`config.mk`:
```
export PLATFORM = sky130hd
export DESIGN_NAME = addsub_seq
export DESIGN_NICKNAME = d
export VERILOG_FILES = /design/src/rtl/addsub_seq.sv
export SDC_FILE = /design/constraint.sdc
export NUM_CORES = 1
export LEC_CHECK = 0
export CAP_MARGIN = 5
export CORE_ASPECT_RATIO = 2
export CORE_UTILIZATION = 48
export DETAILED_ROUTE_END_ITERATION = 8
export GPL_TIMING_DRIVEN = 0
export HOLD_SLACK_MARGIN = 0.08
export PLACE_DENSITY = 0.91
export SYNTH_ARGS = -nofsm -noshare
export SYNTH_HDL_FRONTEND = slang
export SYNTH_SLANG_ARGS = --single-unit
export TNS_END_PERCENT = 1
```
`constraint.sdc`:
```
create_clock -name clk -period 4.5 [get_ports clk]
set_clock_uncertainty 0.1 [all_clocks]
set_input_delay 1.35 -clock clk [delete_from_list [all_inputs] [get_ports clk]]
set_output_delay 1.35 -clock clk [all_outputs]
set_load 0.05 [all_outputs]
```
`src/rtl/addsub_seq.sv`:
```
// addsub_seq: sequencing front-end for the 4-bit AddSub adder/subtractor.
// It accepts a request on a valid/ready handshake and drives the operands
// into the external adder. After SETTLE cycles it captures the adder
// result into registered outputs, which it holds under an output
// valid/ready handshake. A 4-bit accumulator lets operations chain.
// Optional feature: define ADDSUB_SEQ_SAT_EN to saturate the captured
// sum and the accumulator on signed overflow.
module addsub_seq #(
    parameter int unsigned SETTLE = 1
) (
    input  logic       clk,
    input  logic       rst_n,
    input  logic       in_valid,
    output logic       in_ready,
    input  logic [3:0] in_a,
    input  logic [3:0] in_b,
    input  logic       in_op,
    input  logic       in_acc,
    input  logic       clr_acc,
    output logic [3:0] add_a,
    output logic [3:0] add_b,
    output logic       add_m,
    input  logic [3:0] add_sum,
    input  logic       add_cout,
    input  logic       add_ov,
    output logic       out_valid,
    input  logic       out_ready,
    output logic [3:0] out_sum,
    output logic       out_cout,
    output logic       out_ov,
    output logic [3:0] acc,
    output logic [7:0] done_cnt
);

    typedef enum logic [1:0] {
        IDLE  = 2'd0,
        DRIVE = 2'd1,
        HOLD  = 2'd2
    } state_t;

    localparam logic [2:0] LP_LAST = 3'(SETTLE - 1);

    state_t     r_state;
    logic [2:0] r_cnt;
    logic       r_in_ready;
    logic       r_out_valid;
    logic [3:0] r_add_a;
    logic [3:0] r_add_b;
    logic       r_add_m;
    logic [3:0] r_out_sum;
    logic       r_out_cout;
    logic       r_out_ov;
    logic [3:0] r_acc;
    logic [7:0] r_done_cnt;
    logic [3:0] w_cap_sum;

    // Value that will be captured into out_sum and acc
    always_comb begin
        w_cap_sum = add_sum;
`ifdef ADDSUB_SEQ_SAT_EN
        if (add_ov) begin
            w_cap_sum = r_add_a[3] ? 4'b1000 : 4'b0111;
        end
`endif
    end

    // Sequencer: accept request, hold operands for SETTLE cycles, capture, hold result
    always_ff @(posedge clk or negedge rst_n) begin
        if (!rst_n) begin
            r_state     <= IDLE;
            r_cnt       <= '0;
            r_in_ready  <= 1'b1;
            r_out_valid <= 1'b0;
            r_add_a     <= '0;
            r_add_b     <= '0;
            r_add_m     <= 1'b0;
            r_out_sum   <= '0;
            r_out_cout  <= 1'b0;
            r_out_ov    <= 1'b0;
            r_acc       <= '0;
            r_done_cnt  <= '0;
        end else begin
            case (r_state)
                IDLE: begin
                    if (in_valid) begin
                        r_add_a    <= in_acc ? r_acc : in_a;
                        r_add_b    <= in_b;
                        r_add_m    <= in_op;
                        r_cnt      <= '0;
                        r_in_ready <= 1'b0;
                        r_state    <= DRIVE;
                    end
                end
                DRIVE: begin
                    if (r_cnt == LP_LAST) begin
                        r_out_sum   <= w_cap_sum;
                        r_out_cout  <= add_cout;
                        r_out_ov    <= add_ov;
                        r_acc       <= w_cap_sum;
                        r_done_cnt  <= r_done_cnt + 8'd1;
                        r_out_valid <= 1'b1;
                        r_state     <= HOLD;
                    end else begin
                        r_cnt <= r_cnt + 3'd1;
                    end
                end
                HOLD: begin
                    if (out_ready) begin
                        r_out_valid <= 1'b0;
                        r_in_ready  <= 1'b1;
                        r_state     <= IDLE;
                    end
                end
                default: begin
                    r_state <= IDLE;
                end
            endcase
            // Clear placed last so it overrides a coincident capture
            if (clr_acc) begin
                r_acc <= '0;
            end
        end
    end

    assign in_ready  = r_in_ready;
    assign out_valid = r_out_valid;
    assign add_a     = r_add_a;
    assign add_b     = r_add_b;
    assign add_m     = r_add_m;
    assign out_sum   = r_out_sum;
    assign out_cout  = r_out_cout;
    assign out_ov    = r_out_ov;
    assign acc       = r_acc;
    assign done_cnt  = r_done_cnt;

endmodule

```
==> metrics.txt <==
run status completed; Post-Syn Nets about 160; dpl cell area ~2000 sq um; RSZ-0062 raised after global routing no; CTS Hold Bufs 0; CP startpoint kind flip-flop; Worst EP arrival 1.63 ns; total power 1.73 mW; Sink Count 34; Die W between 40 and 50 um; antenna viol nets, final 0; Bufs on Longest Clock Path 2; area share of the largest cell type after synthesis 54.7%; vias per cell approximately 5.4; initial antenna violation count 0; fin worst setup slack 1.42 ns; GR met2 Demand/Resource between 40% and 50%; GRT Total Usage between 20% and 30%; syn avg cell area around 11 sq um; first-pass detailed-route iteration total 4; Syn. warnings 0; Slew Viols, Final 0; worst slew pin tran 0.730 ns; register bit count reported by yosys 34; Post-Syn Area 1510 sq um; total congestion overflow 0; family with the most delay on the worst path buffers and inverters; vias in the first global route roughly 1300; Power Density between 800 and 900 nW/um^2; final hold vios 0; met3 GRT Util under 10%; Placed Cells around 220; Residual DRC 0; P&R area growth vs syn 39.5%; synth cell count leaders 33 x dfrtp_1, 32 x nand2_1, 11 x a21oi_1; worst vdd ir ~470 uV; GR Layer Usage met1 roughly 22%; Critical Path RT 3.05 ns; largest net degree at the start of global routing 35; Period minus WS final approximately 3 ns; total number of vias roughly 1200; Final nets roughly 220; Hold WS 0.369 ns; Critical Path Stages 1; ANT cells 0; root buf cell clkbuf_8; top cell type by total area after synthesis dfrtp_1; main area contributors after synthesis dfrtp_1 55%, nand2_1 8.0%, mux2i_1 4.0%; worst skew pair latency just under 0.3 ns; core box area about 3000 sq um; crit path capture type output port; hpwl dp between 2000 and 3000 um; top_reg_cell synth dfrtp_1; Worst Path Buf+Inv 1; H-Tree Depth 2; Post-synth EDFFs 0; P_leak around 0.95 nW; Ports 50; fillcell total ~230; ys async rst share between 90% and 100%; reg2reg path depth 7; Port-buffer cells 48; crit path kind reg -> out; Core Util, Final 70.7%; highest clock rate about 0.32 GHz; global-route wire length before repair about 5700 um; Resize count post-CTS 0; Post-Synthesis Cells between 100 and 150; critical-path maximum fanout 3; pre-CTS WS 1.58 ns; worst path cell trace clkdlybuf4s50_1; final setup TNS 0 ns; die area ~3400 sq um; Final Setup Violations 0; count leader, synth dfrtp_1; routability cong. approximately 0.78; critical path's largest stage delay roughly 0.8 ns; fraction of layout cells with a size suffix above 1 between 10 and 15%; final WL approximately 3300 um; TritonCTS clock tree yes; Std-Cell Rows 28; Yosys cell types 30; Post-Layout Cell Count around 220; register clock-pin slew on the reported worst setup and hold paths approximately 0.070 ns; sequential-to-total area share from yosys stat a little under three fifths; Iter 0 DRT Violations 18; max_cap viols 0; CP max-delay cell clkdlybuf4s50_1; Die H roughly 80 um; Relative slew margins about 51%; post-DR wirelength/cell approximately 15 um; fin area about 2100 sq um; CTS Buf Count 5; period utilization 68.5%; Hold Path Class reg -> reg; initial core utilization between 50% and 60%; Hold Crit Depth 1; busiest grt layer met2; Post-CTS Setup Bufs 0
layout by cell type (no fill, tap or decap):
cell	netlist	routed
ha_1	3	3
a21oi_1	11	11
mux2i_1	6	6
nor2_1	7	7
xor2_1	3	3
buf_1	1	1
nand4bb_1	1	1
clkbuf_1	0	1
nand3_1	1	1
o21bai_1	2	2
dfstp_2	1	1
a22o_1	1	1
dfrtp_1	33	33
nand2b_1	2	2
o21ai_0	4	4
clkinv_2	0	2
xnor2_1	4	4
and4bb_2	1	1
mux2_2	5	5
nor3b_4	1	1
nor3_2	2	2
buf_4	2	2
o21ba_2	1	1
nand4_1	3	3
clkdlybuf4s50_1	0	47
nand2_1	32	32
inv_1	4	4
buf_6	1	1
and3_1	1	1
nor4b_1	1	1
buf_2	1	2
clkbuf_8	1	6
and2b_2	1	1
kinds of logic (layout without fill, tap and decap cells):
kind of cell	count (synthesis)	in the layout	share of synthesized area [%]
compound gates	19	19	7.21
xor+xnor	7	7	4.06
fa+ha+maj	3	3	2.49
buf+inv	10	66	4.23
flops	34	34	56.5
mux	11	11	7.71
simple gates	53	53	17.8
final cells by class:
cell class,instances,area [sq um],area share (%)
plain buffers,6,48.8,2.32
clock buffers,6,72.6,3.45
clock inverters,2,10.0,0.476
inverters,4,15.0,0.713
multi-input cells,93,593,28.2
flip-flops and latches,34,852,40.5
well taps,30,37.5,1.78
repair buffers,48,475,22.6
registers in the layout, indices dropped and copies added, names as in the netlist:
signal     count
in_ready       1
out_cout       1
r_cnt          3
out_valid      1
out_ov         1
r_state        2
add_m          1
done_cnt       8
out_sum        4
add_a          4
add_b          4
acc            4
path summary, 6_finish.rpt:
check	start	to	slack [ns]
max in group asynchronous	rst_n	out_sum[3]	2.81
worst min-delay path	done_cnt[7]	done_cnt[7]	0.37
worst min register to register	done_cnt[7]	done_cnt[7]	0.37
worst max register to register	r_cnt[0]	acc[1]	2.90
min in group asynchronous	rst_n	done_cnt[2]	1.02
worst max-delay path	in_ready	in_ready	1.42
routing by layer:
layer / up-vias / share of wire (%)
li1: 563 / -
met1: 592 / 35
met2: 38 / 57
met3: 8 / 4.3
met4: 0 / 3.3
met5: - / 0
where the power goes:
group / switching (mW) / total (mW) / internal, mW / leakage, nW
registers: 0.102 / 0.536 / 0.434 / 0.423
logic: 0.621 / 0.983 / 0.362 / 0.478
clock network: 0.106 / 0.213 / 0.107 / 0.0450
No activity file was read; power rests on OpenSTA's default activity.
